**config.mk**
```make
export PLATFORM = sky130hd
export DESIGN_NAME = alu_share_ctrl
export DESIGN_NICKNAME = d
export VERILOG_FILES = /design/src/rtl/alu_share_ctrl_pkg.sv /design/src/rtl/alu_share_ctrl_rr_arbiter.sv /design/src/rtl/alu_share_ctrl.sv
export SDC_FILE = /design/constraint.sdc
export NUM_CORES = 1
export LEC_CHECK = 0
export BUFFER_PORTS_ARGS = -buffer_cell sky130_fd_sc_hd__buf_2
export CORE_ASPECT_RATIO = 2
export CORE_UTILIZATION = 28
export DETAILED_ROUTE_END_ITERATION = 16
export GPL_ROUTABILITY_DRIVEN = 0
export HOLD_SLACK_MARGIN = 0.08
export PLACE_DENSITY = 0.65
export SLEW_MARGIN = 5
export SYNTH_ARGS = -nofsm -noshare
export SYNTH_HDL_FRONTEND = slang
export SYNTH_SLANG_ARGS = --single-unit
```
**constraint.sdc**
```tcl
create_clock -name clk -period 2.5 [get_ports clk]
set_input_delay 0.25 -clock clk [delete_from_list [all_inputs] [get_ports clk]]
set_output_delay 0.25 -clock clk [all_outputs]
set_load 0.03 [all_outputs]
```
**src/rtl/alu_share_ctrl_pkg.sv**
```systemverilog
// Shared definitions for the ALU sharing controller: ALU opcodes, FSM state
// encodings and the bit positions of the captured compare flags.
package alu_share_ctrl_pkg;

  // ALU opcodes. The controller forwards them unchanged; the ALU decodes them.
  localparam logic [2:0] ALU_ADD  = 3'b000;
  localparam logic [2:0] ALU_MUL  = 3'b001;
  localparam logic [2:0] ALU_AND  = 3'b010;
  localparam logic [2:0] ALU_OR   = 3'b011;
  localparam logic [2:0] ALU_HALF = 3'b100;
  localparam logic [2:0] ALU_GT   = 3'b101;
  localparam logic [2:0] ALU_LT   = 3'b110;
  localparam logic [2:0] ALU_SUB  = 3'b111;

  // Controller FSM state encodings.
  localparam logic [1:0] ST_IDLE = 2'd0;
  localparam logic [1:0] ST_EXEC = 2'd1;
  localparam logic [1:0] ST_RESP = 2'd2;

  // Bit positions inside rsp_flags.
  localparam int FLAG_Z   = 2;
  localparam int FLAG_AGB = 1;
  localparam int FLAG_BGA = 0;

  // Assemble the response flag field from the individual ALU flags.
  function automatic logic [2:0] pack_flags(input logic z, input logic agb, input logic bga);
    logic [2:0] f;
    f           = '0;
    f[FLAG_Z]   = z;
    f[FLAG_AGB] = agb;
    f[FLAG_BGA] = bga;
    return f;
  endfunction

endpackage

```
**src/rtl/alu_share_ctrl_rr_arbiter.sv**
```systemverilog
// rr_arbiter: purely combinational round-robin arbiter. The search starts one
// position after last_grant and wraps modulo NUM_REQ; the first requester with
// req set receives a one-hot grant. enable low forces grant to zero.
module rr_arbiter #(
  parameter int NUM_REQ = 2,
  parameter int ID_W    = 1
) (
  input  logic [NUM_REQ-1:0] req,
  input  logic [ID_W-1:0]    last_grant,
  input  logic               enable,
  output logic [NUM_REQ-1:0] grant
);

  // Walk the requesters in rotated priority order and grant the first valid one.
  always_comb begin
    int   idx;
    logic found;
    // NOTE: every variable assigned here gets a default first, so no path can
    // leave it unassigned and infer a latch.
    grant = '0;
    found = 1'b0;
    idx   = 0;
    for (int off = 1; off <= NUM_REQ; off++) begin
      idx = int'(last_grant) + off;
      if (idx >= NUM_REQ) idx = idx - NUM_REQ;
      for (int j = 0; j < NUM_REQ; j++) begin
        if (enable && !found && (idx == j) && req[j]) begin
          grant[j] = 1'b1;
          found    = 1'b1;
        end
      end
    end
  end

endmodule

```
**src/rtl/alu_share_ctrl.sv**
```systemverilog
// alu_share_ctrl: shares one combinational 16-bit ALU among NUM_REQ requesters.
// A round-robin winner's (op, A, B) is registered onto the ALU inputs, the
// result and compare flags are captured one cycle later, and the response is
// held with the owner's ID until the consumer accepts it.
// Optional feature: define ALU_PERF_CNT_EN to build the saturating perf_ops
// counter of completed operations; otherwise perf_ops is tied to zero.
module alu_share_ctrl
  import alu_share_ctrl_pkg::*;
#(
  parameter int NUM_REQ = 2,
  parameter int ID_W    = 1
) (
  input  logic                    clk,
  input  logic                    rst_n,
  input  logic [NUM_REQ-1:0]      req_valid,
  output logic [NUM_REQ-1:0]      req_ready,
  input  logic [3*NUM_REQ-1:0]    req_op,
  input  logic [16*NUM_REQ-1:0]   req_a,
  input  logic [16*NUM_REQ-1:0]   req_b,
  output logic [2:0]              alu_op,
  output logic [15:0]             alu_a,
  output logic [15:0]             alu_b,
  input  logic [15:0]             alu_d_out,
  input  logic                    alu_z,
  input  logic                    alu_agb,
  input  logic                    alu_bga,
  output logic                    rsp_valid,
  input  logic                    rsp_ready,
  output logic [ID_W-1:0]         rsp_id,
  output logic [15:0]             rsp_data,
  output logic [2:0]              rsp_flags,
  output logic                    busy,
  output logic [31:0]             perf_ops
);

  logic [1:0]         state;
  logic [ID_W-1:0]    last_grant;
  logic [ID_W-1:0]    grant_id;
  logic [NUM_REQ-1:0] grant;
  logic [ID_W-1:0]    win_id;
  logic [2:0]         win_op;
  logic [15:0]        win_a;
  logic [15:0]        win_b;
  logic               accept;
  logic               rsp_fire;

  // Arbitration only runs in IDLE; reset also forces req_ready low so every
  // output reads zero while rst_n is asserted.
  rr_arbiter #(
    .NUM_REQ (NUM_REQ),
    .ID_W    (ID_W)
  ) u_arb (
    .req        (req_valid),
    .last_grant (last_grant),
    .enable     ((state == ST_IDLE) && rst_n),
    .grant      (grant)
  );

  assign req_ready = grant;
  assign accept    = |grant;
  assign rsp_fire  = rsp_valid & rsp_ready;
  assign busy      = (state != ST_IDLE);

  // Select the winning requester's ID and payload from the packed buses.
  always_comb begin
    win_id = '0;
    win_op = '0;
    win_a  = '0;
    win_b  = '0;
    for (int i = 0; i < NUM_REQ; i++) begin
      if (grant[i]) begin
        win_id = ID_W'(i);
        win_op = req_op[3*i +: 3];
        win_a  = req_a[16*i +: 16];
        win_b  = req_b[16*i +: 16];
      end
    end
  end

  // Control FSM: latch command in IDLE, capture ALU result in EXEC, hold the
  // response in RESP until it is consumed.
  always_ff @(posedge clk or negedge rst_n) begin
    if (!rst_n) begin
      state      <= ST_IDLE;
      last_grant <= ID_W'(NUM_REQ - 1);
      grant_id   <= '0;
      alu_op     <= '0;
      alu_a      <= '0;
      alu_b      <= '0;
      rsp_valid  <= 1'b0;
      rsp_id     <= '0;
      rsp_data   <= '0;
      rsp_flags  <= '0;
    end else begin
      // NOTE: non-blocking assignments so every register samples the values
      // from before this edge, independent of statement order.
      case (state)
        ST_IDLE: begin
          if (accept) begin
            alu_op   <= win_op;
            alu_a    <= win_a;
            alu_b    <= win_b;
            grant_id <= win_id;
            state    <= ST_EXEC;
          end
        end
        ST_EXEC: begin
          rsp_data  <= alu_d_out;
          rsp_flags <= pack_flags(alu_z, alu_agb, alu_bga);
          rsp_id    <= grant_id;
          rsp_valid <= 1'b1;
          state     <= ST_RESP;
        end
        ST_RESP: begin
          if (rsp_fire) begin
            rsp_valid  <= 1'b0;
            last_grant <= grant_id;
            state      <= ST_IDLE;
          end
        end
        default: state <= ST_IDLE;
      endcase
    end
  end

`ifdef ALU_PERF_CNT_EN
  // Count completed response handshakes, saturating at all-ones.
  always_ff @(posedge clk or negedge rst_n) begin
    if (!rst_n) begin
      perf_ops <= '0;
    end else if (rsp_fire && (perf_ops != 32'hFFFF_FFFF)) begin
      perf_ops <= perf_ops + 32'd1;
    end
  end
`else
  assign perf_ops = 32'h0;
`endif

endmodule
```
==> metrics.txt <==
# TYPE chip_impl_metric gauge
chip_impl_metric{name="use_met1",unit="%"} 15.9
chip_impl_metric{name="drv.max_cap_violation_count",unit=""} 0
chip_impl_metric{name="num_vias",unit=""} 2610
chip_impl_metric{name="design.core.area",unit="um^2"} 10600
chip_impl_metric{name="fin_crit",unit="ns"} 2.38
chip_impl_metric{name="clkTransAtPathRegs",unit="ns"} 0.05
chip_impl_metric{name="grt_overflow",unit=""} 0
chip_impl_metric{name="final_nets",unit=""} 506
chip_impl_metric{name="totalWireLength",unit="mm"} 8.50
chip_impl_info{name="hold_end",value="rsp_data[13]$_DFFE_PN0P_"} 1
chip_impl_metric{name="design.die.area",unit="um^2"} 11400
chip_impl_metric{name="synth_area",unit="um^2"} 3080
chip_impl_metric{name="detailed_place_hpwl",unit="mm"} 6.27
chip_impl_info{name="grt.busiest_layer",value="met2"} 1
chip_impl_metric{name="synth_cell_type_count",unit=""} 28
chip_impl_metric{name="antenna_cells",unit=""} 0
chip_impl_metric{name="std_cell_rows",unit=""} 53
chip_impl_metric{name="finalCoreUtilization",unit="%"} 39.2
chip_impl_info{name="post-synth-top-area-cell",value="sky130_fd_sc_hd__dfrtp_1"} 1
chip_impl_metric{name="maximum_number_of_pins_on_one_net_before_global_route_repair",unit=""} 48
chip_impl_metric{name="clock_insertion_delay_worst_skew",unit="ns"} 0.33
chip_impl_metric{name="dp_cells",unit=""} 537
chip_impl_info{name="min-delay-path-class",value="in2reg"} 1
chip_impl_info{name="outcome",value="completed"} 1
chip_impl_info{name="cp-start-kind",value="input port"} 1
chip_impl_metric{name="max-slew-margin-rel",unit="%"} 57.6
chip_impl_metric{name="hold-path-cell-count",unit=""} 2
chip_impl_metric{name="dieHeight",unit="um"} 150
chip_impl_metric{name="max-clock-path-buffers",unit=""} 2
chip_impl_metric{name="power.static_leakage",unit="uW"} 0.00208
chip_impl_info{name="crit_family",value="simple AND/OR/NAND/NOR gates"} 1
chip_impl_metric{name="port_buffers",unit=""} 152
chip_impl_metric{name="synth.avg_cell_area",unit="um^2"} 11.7
chip_impl_metric{name="final_layout_size_suffix_gt1_share",unit="%"} 55.6
chip_impl_metric{name="crit_share_post_route",unit="%"} 95.1
chip_impl_metric{name="power_per_cell_area",unit="nW/um^2"} 1340
chip_impl_metric{name="met2_usage",unit="%"} 27.5
chip_impl_info{name="cts_root_buffer",value="sky130_fd_sc_hd__clkbuf_16"} 1
chip_impl_metric{name="worst-r2r-cell-count",unit=""} 4
chip_impl_metric{name="vias_per_cell",unit=""} 4.71
chip_impl_metric{name="synth.ff_latch_count",unit=""} 60
chip_impl_info{name="rsz0062_at_grt",value="no"} 1
chip_impl_metric{name="required_time_of_the_worst_setup_path",unit="ns"} 2.25
chip_impl_metric{name="grt_use_met3",unit="%"} 3.09
chip_impl_metric{name="finalHoldViolations",unit=""} 0
chip_impl_metric{name="clock_skew",unit="ns"} 0.00660
chip_impl_metric{name="fin_setup_tns",unit="ns"} 0
chip_impl_metric{name="cts_post_setup_buffers_inserted",unit=""} 0
chip_impl_metric{name="ys_seq_area_share",unit="%"} 48.9
chip_impl_metric{name="fin_total_pwr",unit="uW"} 5570
chip_impl_info{name="timing.critical_path.slowest_stage_cell",value="sky130_fd_sc_hd__or3b_2"} 1
chip_impl_info{name="worstPathCellList",value="dlygate4sd3_1 > buf_2 > or3b_2 > nor3b_4 > buf_2"} 1
chip_impl_metric{name="critPathArrivalTime",unit="ns"} 2.13
chip_impl_metric{name="clock.fmax",unit="MHz"} 421
chip_impl_info{name="worst_r2r_startpoint",value="state[1]$_DFFE_PN0P_"} 1
chip_impl_metric{name="areaGrowthSynthToFinish",unit="%"} 35.4
chip_impl_metric{name="final_ant_viol_nets",unit=""} 0
chip_impl_metric{name="numCtsBuffers",unit=""} 9
chip_impl_info{name="synth.top_cells.by_area",value="sky130_fd_sc_hd__dfrtp_1 (48%), sky130_fd_sc_hd__a221o_1 (11%), sky130_fd_sc_hd__nor3_2 (9.4%)"} 1
chip_impl_metric{name="synth.yosys.warnings",unit=""} 0
chip_impl_metric{name="post_cts_resize_count",unit=""} 0
chip_impl_info{name="destination_of_the_worst_register_to_register_timing_path",value="alu_op[0]$_DFFE_PN0P_"} 1
chip_impl_metric{name="area_share_of_the_largest_cell_type_after_synthesis",unit="%"} 48.0
chip_impl_info{name="leading_cell_type_in_the_layout_fill_and_taps_excluded",value="sky130_fd_sc_hd__buf_2"} 1
chip_impl_metric{name="ioPinCount",unit=""} 185
chip_impl_info{name="cp-end-kind",value="primary output"} 1
chip_impl_metric{name="path_max_fanout",unit=""} 17
chip_impl_metric{name="detail_route.drc_violations",unit=""} 0
chip_impl_metric{name="track_usage",unit="%"} 15.4
chip_impl_info{name="timing.critical_path.mode_cell",value="sky130_fd_sc_hd__buf_2"} 1
chip_impl_metric{name="worst_slew_pin_slew",unit="ns"} 0.634
chip_impl_info{name="layout.cells.most_common_list",value="sky130_fd_sc_hd__buf_2 (152), sky130_fd_sc_hd__dfrtp_1 (59), sky130_fd_sc_hd__nand2_1 (38), sky130_fd_sc_hd__a221o_1 (35), sky130_fd_sc_hd__conb_1 (32)"} 1
chip_impl_metric{name="detailedRoute.firstPassIterationCount",unit=""} 4
chip_impl_metric{name="synth_cells",unit=""} 262
chip_impl_metric{name="antenna_found_initial",unit=""} 1
chip_impl_metric{name="rrSetupSlack",unit="ns"} 0.45
chip_impl_metric{name="die_width",unit="um"} 76.1
chip_impl_metric{name="grt_pass1_wl",unit="mm"} 13.3
chip_impl_info{name="setup.worst_path.class",value="in2out"} 1
chip_impl_metric{name="ir_drop",unit="mV"} 0.482
chip_impl_metric{name="grt_pass1_vias",unit=""} 2578
chip_impl_metric{name="critical_path.max_stage_delay",unit="ns"} 0.70
chip_impl_metric{name="first_iter_violations",unit=""} 186
chip_impl_metric{name="stdcell_count",unit=""} 554
chip_impl_info{name="clock_tree_from_tritoncts",value="built"} 1
chip_impl_metric{name="final-max-slew-violation-count",unit=""} 0
chip_impl_metric{name="detail_route.wl_per_cell",unit="um"} 15.3
chip_impl_metric{name="cp_num_buf_inv",unit=""} 3
chip_impl_metric{name="final_setup_vio_count",unit=""} 0
chip_impl_info{name="holdCritStartpoint",value="alu_d_out[13]"} 1
chip_impl_metric{name="cts.sink_count",unit=""} 60
chip_impl_metric{name="cts-htree-levels",unit=""} 3
chip_impl_metric{name="holdWs",unit="ns"} 0.154
chip_impl_metric{name="initial_core_util",unit="%"} 29.0
==> state kept, by name, indices dropped and copies added, names as in the netlist <==
signal and count:
alu_b 16, state 2, rsp_id 1, rsp_valid 1, rsp_flags 3, grant_id 1, last_grant 1, rsp_data 16
alu_op 3, alu_a 16
==> routing by layer <==
| layer | vias to the layer above | part of all wire (%) | wire length (um) |
|---|---|---|---|
| met5 | - | 0.18 | 15 |
| met4 | 2 | 4.5 | 379 |
| met3 | 26 | 5.2 | 441 |
| met2 | 126 | 54 | 4630 |
| met1 | 1275 | 36 | 3040 |
| li1 | 1181 | - | - |
==> kinds of logic after synthesis <==
logic type | share of synthesized area [%]
flip-flops | 48.9
other | 0.122
multiplexers | 7.32
AO/OA/AOI/OAI | 12.5
buffers and inverters | 13.3
AND/OR/NAND/NOR | 17.8
==> cell type report <==
cell class / instances / area [um^2]
fill: 1067 / 6450
sequential: 60 / 1500
multi-input combinational: 176 / 1300
timing repair buffer: 162 / 863
clock buffer: 11 / 243
tap: 137 / 171
clock inverter: 5 / 75.1
inverter: 3 / 11.3
==> power by group <==
group,internal [uW],total (uW),switching [uW]
sequential,1450,1720,278
clock,894,1320,426
combinational,869,2530,1660
total,3210,5570,2360
==> synthesized netlist by cell type <==
cell / count
sky130_fd_sc_hd__nand2_1: 38
sky130_fd_sc_hd__and3_1: 1
sky130_fd_sc_hd__clkbuf_1: 3
sky130_fd_sc_hd__buf_8: 1
sky130_fd_sc_hd__o21ai_0: 2
sky130_fd_sc_hd__o21ai_1: 1
sky130_fd_sc_hd__dfrtp_1: 59
sky130_fd_sc_hd__buf_4: 34
sky130_fd_sc_hd__a21oi_1: 1
sky130_fd_sc_hd__buf_6: 6
sky130_fd_sc_hd__a221o_1: 35
sky130_fd_sc_hd__nand4b_1: 1
sky130_fd_sc_hd__or3b_1: 1
sky130_fd_sc_hd__buf_2: 10
sky130_fd_sc_hd__a21o_1: 1
sky130_fd_sc_hd__nor3_2: 29
sky130_fd_sc_hd__conb_1: 1
sky130_fd_sc_hd__inv_1: 3
sky130_fd_sc_hd__nor3b_2: 1
sky130_fd_sc_hd__and2b_1: 1
sky130_fd_sc_hd__or2_2: 1
sky130_fd_sc_hd__mux2_2: 20
sky130_fd_sc_hd__nor2_1: 1
sky130_fd_sc_hd__dfstp_2: 1
sky130_fd_sc_hd__nor3b_4: 1
sky130_fd_sc_hd__nor3_1: 6
sky130_fd_sc_hd__nor2b_1: 2
sky130_fd_sc_hd__o21bai_1: 1
==> how the worst max path moves through the flow <==
stage | startpoint | slack (ns) | depth (start not counted) | end
finish | rst_n | 0.12 | 5 | req_ready[0]
global route | rst_n | 0.02 | 5 | req_ready[0]
CTS | rst_n | 0.09 | 5 | req_ready[0]
detailed placement | state[1]$_DFFE_PN0P_ | 0.45 | 4 | alu_op[0]$_DFFE_PN0P_
global placement | state[1]$_DFFE_PN0P_ | 0.58 | 4 | alu_op[1]$_DFFE_PN0P_
floorplan | state[1]$_DFFE_PN0P_ | 0.81 | 4 | req_ready[0]
==> per-stage QoR <==
stage                     worst slack (ns)  area [um^2]
after floorplan                      0.808         3190
after global placement               0.578         3840
after detailed placement             0.452         3840
after CTS                           0.0914         4160
after global routing                0.0175         4160
final                                0.123         4160
==> timing repair <==
item | in CTS | in global routing
setup endpoints to repair | 0 | 0
hold buffers | 1 | 0
endpoints found under the hold margin | 12 | 0
Power figures use the tool's default switching activity.
